### src/rtl/alu_seq_pkg.sv
// Shared constants for the ALU instruction sequencer and its ALU.
// State encoding, unary-flag position helper, ALU op codes.
package alu_seq_pkg;

  localparam int ST_W = 3;

  localparam logic [ST_W-1:0] S_IDLE = 3'd0;
  localparam logic [ST_W-1:0] S_IN1  = 3'd1;
  localparam logic [ST_W-1:0] S_IN2  = 3'd2;
  localparam logic [ST_W-1:0] S_EVAL = 3'd3;
  localparam logic [ST_W-1:0] S_OUT  = 3'd4;
  localparam logic [ST_W-1:0] S_FIN  = 3'd5;

  localparam logic [2:0] ALU_ADD = 3'b000;
  localparam logic [2:0] ALU_SUB = 3'b001;
  localparam logic [2:0] ALU_AND = 3'b010;
  localparam logic [2:0] ALU_OR  = 3'b011;
  localparam logic [2:0] ALU_XOR = 3'b100;
  localparam logic [2:0] ALU_NOT = 3'b101;
  localparam logic [2:0] ALU_SHL = 3'b110;
  localparam logic [2:0] ALU_SHR = 3'b111;

  // The unary flag sits just above the ALU operation field.
  function automatic int unary_bit(int opc_w);
    return opc_w;
  endfunction

endpackage

### src/rtl/alu_seq_idx_dec.sv
// Index decoder: idx + en -> N-bit one-hot, plus idx < N flag.
// Ports: idx, en in; onehot, in_range out.
module alu_seq_idx_dec #(
  parameter int N     = 6,
  parameter int IDX_W = 6
) (
  input  logic [IDX_W-1:0] idx,
  input  logic             en,
  output logic [N-1:0]     onehot,
  output logic             in_range
);

  localparam logic [IDX_W:0] NL = (IDX_W+1)'(N);

  logic [IDX_W:0] idx_x;

  assign idx_x    = {1'b0, idx};
  assign in_range = idx_x < NL;

  always_comb begin
    onehot = '0;
    for (int i = 0; i < N; i++) begin
      onehot[i] = en & (idx_x == (IDX_W+1)'(i));
    end
  end

endmodule

### src/rtl/alu_seq_fsm.sv
// ALU instruction sequencer: IN1, IN2, EVAL, OUT, FIN per instruction.
// Ports: clk, reset, start, op, ri, rj in; strobes, busy, done, err out.
module alu_seq_fsm
  import alu_seq_pkg::*;
#(
  parameter int NREG  = 4,
  parameter int NP_RW = 1,
  parameter int NP_RO = 1,
  parameter int IDX_W = 6,
  parameter int OPC_W = 3,
  localparam int NSRC = NREG + NP_RW + NP_RO,
  localparam int NDST = NREG + NP_RW
) (
  input  logic             clk,
  input  logic             reset,
  input  logic             start,
  input  logic [OPC_W:0]   op,
  input  logic [IDX_W-1:0] ri,
  input  logic [IDX_W-1:0] rj,
  output logic [NSRC-1:0]  src_rd,
  output logic [NDST-1:0]  dst_wr,
  output logic             alu_wr_in1,
  output logic             alu_wr_in2,
  output logic             alu_out_en,
  output logic             alu_rd,
  output logic [OPC_W-1:0] alu_op,
  output logic             busy,
  output logic             done,
  output logic             err
);

  localparam int UB = unary_bit(OPC_W);

  logic [ST_W-1:0]  state;
  logic [ST_W-1:0]  state_nx;
  logic [OPC_W:0]   op_q;
  logic [IDX_W-1:0] ri_q;
  logic [IDX_W-1:0] rj_q;
  logic             err_q;

  logic [IDX_W-1:0] src_idx;
  logic [IDX_W-1:0] dst_idx;
  logic             src_en;
  logic             dst_en;
  logic             src_ok;
  logic             dst_ok;
  logic             legal;
  logic             accept;

  // In IDLE the decoders see the live indices with strobes disabled,
  // so their range flags double as the legality check.
  always_comb begin
    src_idx = ri_q;
    case (state)
      S_IDLE:  src_idx = rj;
      S_IN2:   src_idx = rj_q;
      default: src_idx = ri_q;
    endcase
  end

  assign dst_idx = (state == S_IDLE) ? ri : ri_q;
  assign src_en  = (state == S_IN1) | (state == S_IN2);
  assign dst_en  = (state == S_OUT);

  alu_seq_idx_dec #(.N(NSRC), .IDX_W(IDX_W)) u_src_dec (
    .idx      (src_idx),
    .en       (src_en),
    .onehot   (src_rd),
    .in_range (src_ok)
  );

  alu_seq_idx_dec #(.N(NDST), .IDX_W(IDX_W)) u_dst_dec (
    .idx      (dst_idx),
    .en       (dst_en),
    .onehot   (dst_wr),
    .in_range (dst_ok)
  );

  assign legal  = dst_ok & (op[UB] | src_ok);
  assign accept = (state == S_IDLE) & start;

  always_comb begin
    state_nx = state;
    case (state)
      S_IDLE:  if (start) state_nx = legal ? S_IN1 : S_FIN;
      S_IN1:   state_nx = op_q[UB] ? S_EVAL : S_IN2;
      S_IN2:   state_nx = S_EVAL;
      S_EVAL:  state_nx = S_OUT;
      S_OUT:   state_nx = S_FIN;
      default: state_nx = S_IDLE;
    endcase
  end

  always_ff @(posedge clk or posedge reset) begin
    if (reset) begin
      state <= S_IDLE;
      op_q  <= '0;
      ri_q  <= '0;
      rj_q  <= '0;
      err_q <= 1'b0;
    end else begin
      state <= state_nx;
      if (accept) begin
        op_q  <= op;
        ri_q  <= ri;
        rj_q  <= rj;
        err_q <= ~legal;
      end
    end
  end

  assign alu_wr_in1 = (state == S_IN1);
  assign alu_wr_in2 = (state == S_IN2);
  assign alu_out_en = (state == S_EVAL);
  assign alu_rd     = (state == S_OUT);
  assign alu_op     = alu_out_en ? op_q[OPC_W-1:0] : '0;
  assign busy       = (state != S_IDLE);
  assign done       = (state == S_FIN);
  assign err        = done & err_q;

endmodule

### config.mk
export PLATFORM = sky130hd
export DESIGN_NAME = alu_seq_fsm
export DESIGN_NICKNAME = d
export VERILOG_FILES = /design/src/rtl/alu_seq_pkg.sv /design/src/rtl/alu_seq_idx_dec.sv /design/src/rtl/alu_seq_fsm.sv
export SDC_FILE = /design/constraint.sdc
export NUM_CORES = 1
export LEC_CHECK = 0
export CORE_ASPECT_RATIO = 0.75
export CORE_MARGIN = 2
export CORE_UTILIZATION = 40
export DETAILED_ROUTE_END_ITERATION = 12
export GPL_ROUTABILITY_DRIVEN = 0
export MAX_ROUTING_LAYER = met4
export PLACE_DENSITY_LB_ADDON = 0.08
export SYNTH_ARGS = -nofsm -noshare
export SYNTH_HDL_FRONTEND = slang
export SYNTH_SLANG_ARGS = --single-unit
export TNS_END_PERCENT = 50
### constraint.sdc
create_clock -name clk -period 2.52 [get_ports clk]
set_input_delay 0.378 -clock clk [delete_from_list [all_inputs] [get_ports clk]]
set_output_delay 0.378 -clock clk [all_outputs]
set_load 0.02 [all_outputs]
# --- After elaboration in Yosys (flattened, before gate mapping) ---
# Cells that the tools add are included.
totals:
  register_bits: 20
op_classes:
  n_lt_le_gt_ge: 2
  eq_ne: 15
  n_mux: 7
  n_bitwise: 17
  reduce_logical: 4
ops:
  columns: ["cell", "count"]
  rows:
  - ["$eq A6 B2 Y1 const B", 4]
  - ["$eq A6 B3 Y1 const B", 3]
  - ["$pmux W3 S5", 1]
  - ["$and A1 B1 Y1", 14]
  - ["$logic_not A7 Y1", 2]
  - ["$eq A6 B1 Y1 const B", 2]
  - ["$lt A6 B3 Y1 const B", 2]
  - ["$pmux W6 S2", 1]
  - ["$mux W3", 3]
  - ["$eq A3 B2 Y1 const B", 2]
  - ["$eq A3 B3 Y1 const B", 2]
  - ["$mux W6", 1]
  - ["$eq A3 B1 Y1 const B", 1]
  - ["$logic_not A3 Y1", 1]
  - ["$reduce_bool A3 Y1", 1]
  - ["$ne A2 B2 Y1 const B", 1]
  - ["$or A1 B1 Y1", 2]
  - ["$mux W1", 1]
  - ["$not A1 Y1", 1]

# --- Logic depth before layout (Yosys ltp) ---
depth:
  depth_word: 8
  mapped_depth: 7
  depth_no_buf: 5

# --- Modules after synthesis ---
# Synthesis repeated with hierarchy kept, for this count alone.
unflattened:
  hier_cells: 113
  area_unflattened_um2: 1277.5
by_module_without_submodules:
  columns: ["module", "n_inst", "cells_per_inst", "area_per_inst_um2", "seq_area_each_um2"]
  rows:
  - ["alu_seq_fsm", 1, 93, 1114.8, 500.5]
  - ["alu_seq_idx_dec at u_src_dec", 1, 11, 87.6, 0.0]
  - ["alu_seq_idx_dec at u_dst_dec", 1, 9, 75.1, 0.0]

# --- Worst setup path after synthesis ---
# OpenSTA, ideal clock, no wires.
synth_timing:
  path_type: "reg2out"
  startpoint: "register state[0]"
  endpoint: "output port dst_wr[2]"
  arrival_ns: 2.003
  required_time_ns: 2.142
  path_slack_ns: 0.139
  path_stages_with_launch: 5
  n_path_buf: 1
  path_cell_list: "dfrtp_1 buf_2 nor3b_1 nand2_1 nor4_1"
synth_rtl:
  columns: ["item", "line", "text"]
  rows:
  - ["start, declared", "alu_seq_fsm.sv:34", "logic [ST_W-1:0] state;"]
  - ["start signal, assigned", "alu_seq_fsm.sv:102", "state <= state_nx;"]
  - ["$eq A3 B3 Y1", null, null]
  - ["via alu_rd", "alu_seq_fsm.sv:25", "output logic alu_rd,"]
  - ["$and A1 B1 Y1", "alu_seq_idx_dec.sv:23", "onehot[i] = en & (idx_x == (IDX_W+1)'(i));"]
  - ["end, declared", "alu_seq_fsm.sv:21", "output logic [NDST-1:0] dst_wr,"]
# The timed path passes the listed nets, and every way through them passes these cells.

# --- Final worst setup path ---
layout_timing:
  startpoint: "register rj_q[5]"
  endpoint: "output port src_rd[5]"
layout_between:
  elab_chain_len: 3
layout_rtl:
  columns: ["item", "line", "text"]
  rows:
  - ["start, declared", "alu_seq_fsm.sv:38", "logic [IDX_W-1:0] rj_q;"]
  - ["start signal, assigned", "alu_seq_fsm.sv:106", "rj_q <= rj;"]
  - ["$pmux W6 S2", "alu_seq_fsm.sv:54", "case (state)"]
  - ["$eq A6 B3 Y1", "alu_seq_idx_dec.sv:23", null]
  - ["$and A1 B1 Y1", "alu_seq_idx_dec.sv:23", null]
  - ["end, declared", "alu_seq_fsm.sv:20", "output logic [NSRC-1:0] src_rd,"]
# Every way passes these cells.

==> impl_metrics.yaml <==
final_layout:
  mostFrequentLayoutCell: "clkdlybuf4s50_1"
  layoutNonFillerInstCount: 194
  syn_to_final_growth_pct: 48.26
  final_net_count: 178
  final_layout_size_suffix_gt1_share_pct: 30.38
  antenna_cells: 0
  layout_common_cells: "clkdlybuf4s50_1, dfrtp_1, mux2_2"
setup_path:
  r2r-start: "state[2]"
  cp_num_buf_inv: 1
  rrSetupSlack_ps: 590
  required_ps: 2140
  rr_worst_depth: 5
  path_cells: "or4b_4, a2bb2oi_2, nor2_4, nand2_2, nor3_1, dlygate4sd2_1"
  reg2reg_to: "op_q[1]"
  cp-end-kind: "primary output"
  cp_slowest_cell: "or4b_4"
  path_class: "reg2out"
  cp-start-kind: "flip-flop"
  worstPathArrival_ps: 2030
  cp_max_fo: 4
  critPathMaxStageDelay_ps: 550
  cp_top_family: "simple AND/OR/NAND/NOR gates"
min_path:
  worstHoldPathCells: 1
  hold_path.startpoint: "op_q[0]"
  whs_endpoint: "op_q[0]"
  hold_path_class: "reg2reg"
sta:
  holdWs_ps: 501.7
  fin_crit_ps: 2412
  setup_viol: 0
  report.final.hold_viol_count: 0
  final.period_utilization_pct: 95.70
  rsz0062_at_grt: "no"
  slew_viol_final: 0
  max_freq_ghz: 0.4147
  max-slew-margin-rel_pct: 50.20
  finClkSkew_ps: 3.534
  tightest_slew_ps: 746.2
placed_design:
  hpwl_microns: 1994
  place_inst: 187
  portBuffers: 39
run_status:
  outcome: "complete, no violations"
cts:
  clk_pin_slew_ps: 80
  cts.htree.levels: 1
  cts_sinks: 20
  root_buffer: "clkbuf_8"
  cts_tree: "done"
  clkLatencyLatePin_ps: 260
  cts_buffers: 3
  clock_path_buffers: 2
logic_synthesis:
  yosys_warnings: 0
  syn_inst: 110
  syn_area_sq_um: 1154
  ys_seq_area_share_pct: 43.38
  synth.distinct_cells: 32
  synth-edff-count: 0
  synthArstFlopShare_pct: 100.0
  synth.avg_cell_area_sq_um: 10.49
  synthFlopType: "dfrtp_1"
  ys_ff_latch: 20
  synth_fp_nets: 129
detailed_routing:
  avgRoutedWirePerCell_microns: 13.80
  ant_nets: 0
  via_count: 985
  drt_drc_violations_left: 0
  drt_iter0_drc: 34
  dr.pass1.iters: 4
  drt-vias-per-instance: 5.077
  finalWirelength_microns: 2678
floorplan:
  io_pins: 40
  fp.dieW_microns: 66.01
  die_h_microns: 50.51
  dieArea_sq_um: 3334
  initial_core_util_pct: 43.00
  num_rows: 16
  coreArea_sq_um: 2683
power_and_ir_drop:
  power_density_nw_per_um2: 1169
  p_leak_nw: 0.7923
  power_mw: 2.000
  ir_drop_mv: 0.5326
global_route:
  grt_max_degree: 21
  grt_pass1_wl_microns: 4471
  grt_usage_pct: 18.25
  antenna_found_initial: 0
  grt_pass1_vias: 913
  overflow: 0
flow_run:
  cap_violations: 0
## final cells by class
| class | instances | area (sq um) |
|---|---|---|
| Fill cell | 223 | 972.2 |
| Sequential cell | 20 | 503.0 |
| Inverter | 4 | 15.01 |
| Clock inverter | 1 | 30.03 |
| Clock buffer | 3 | 41.29 |
| Tap cell | 36 | 45.04 |
| Multi-Input combinational cell | 80 | 611.8 |
| Timing Repair Buffer | 50 | 464.2 |
## through the flow
stage	setup WS, ps	TNS (ps)	utilization [%]	area [sq um]
floorplan	138.6	0	-	1154
global placement	-31.46	-59.88	59.84	1605
detailed placement	-101.1	-249.5	59.84	1605
CTS	-36.39	-36.39	63.29	1698
global route	3.968	0	63.76	1710
finish	108.5	0	63.76	1710
## synth_stat cells, types with 2 or more instances
master	count	area, sq um
a21oi_1	4	20.02
and2_1	4	25.02
and3_1	6	37.54
buf_2	2	10.01
buf_6	2	22.52
dfrtp_1	20	500.5
inv_1	4	15.01
mux2_2	17	191.4
mux2i_1	3	30.03
nand2_1	5	18.77
nor2_1	11	41.29
nor2_4	2	22.52
nor2b_1	4	25.02
nor3_1	6	30.03
o21ai_0	3	15.01
## layer usage
layer  GRT usage [%]  up-vias  part of all wire, %
met4           4.082        0                 0.93
met5               -        -                    0
met1           24.15      484                   45
li1                -      477                    -
met3           4.709        2                  5.5
met2           28.45       22                   48
## power breakdown
part           switching [mW]  internal [mW]  total (mW)  leakage [nW]
registers               0.160          0.486       0.646         0.233
logic                   0.462          0.570        1.03         0.523
clock network           0.110          0.212       0.322        0.0357
## kinds of logic after synthesis
group | share of synthesized area, %
AO/OA/AOI/OAI | 6.181
buffers and inverters | 5.097
flip-flops | 43.38
multiplexers | 21.69
AND/OR/NAND/NOR | 22.89
XOR/XNOR | 0.7594
## timing repair
item / in CTS / in global routing
setup buffers: 2 / 1
setup endpoints to repair: 11 / 7
gates resized for setup: 13 / 11
hold buffers: 0 / 0
pin swaps: 1 / 0
hold endpoints to repair: 0 / 0
## sequential cells by signal, indices dropped and copies added, names as in the netlist
| signal | cells |
|---|---|
| rj_q | 6 |
| err_q | 1 |
| ri_q | 6 |
| op_q | 4 |
| state | 3 |
## worst max-delay path by stage
| stage | from | endpoint | slack, ps | depth (start not counted) |
|---|---|---|---|---|
| 6_report | rj_q[5] | src_rd[5] | 110 | 6 |
| 2_1_floorplan | state[0] | dst_wr[2] | 140 | 4 |
| 3_5_place_dp | rj[2] | src_rd[0] | -100 | 6 |
| 4_1_cts | state[1] | dst_wr[0] | -40 | 6 |
| 5_1_grt | rj_q[5] | src_rd[4] | 4 | 6 |
| 3_3_place_gp | rj[2] | src_rd[1] | -30 | 6 |
No activity file was read; power rests on OpenSTA's default activity.
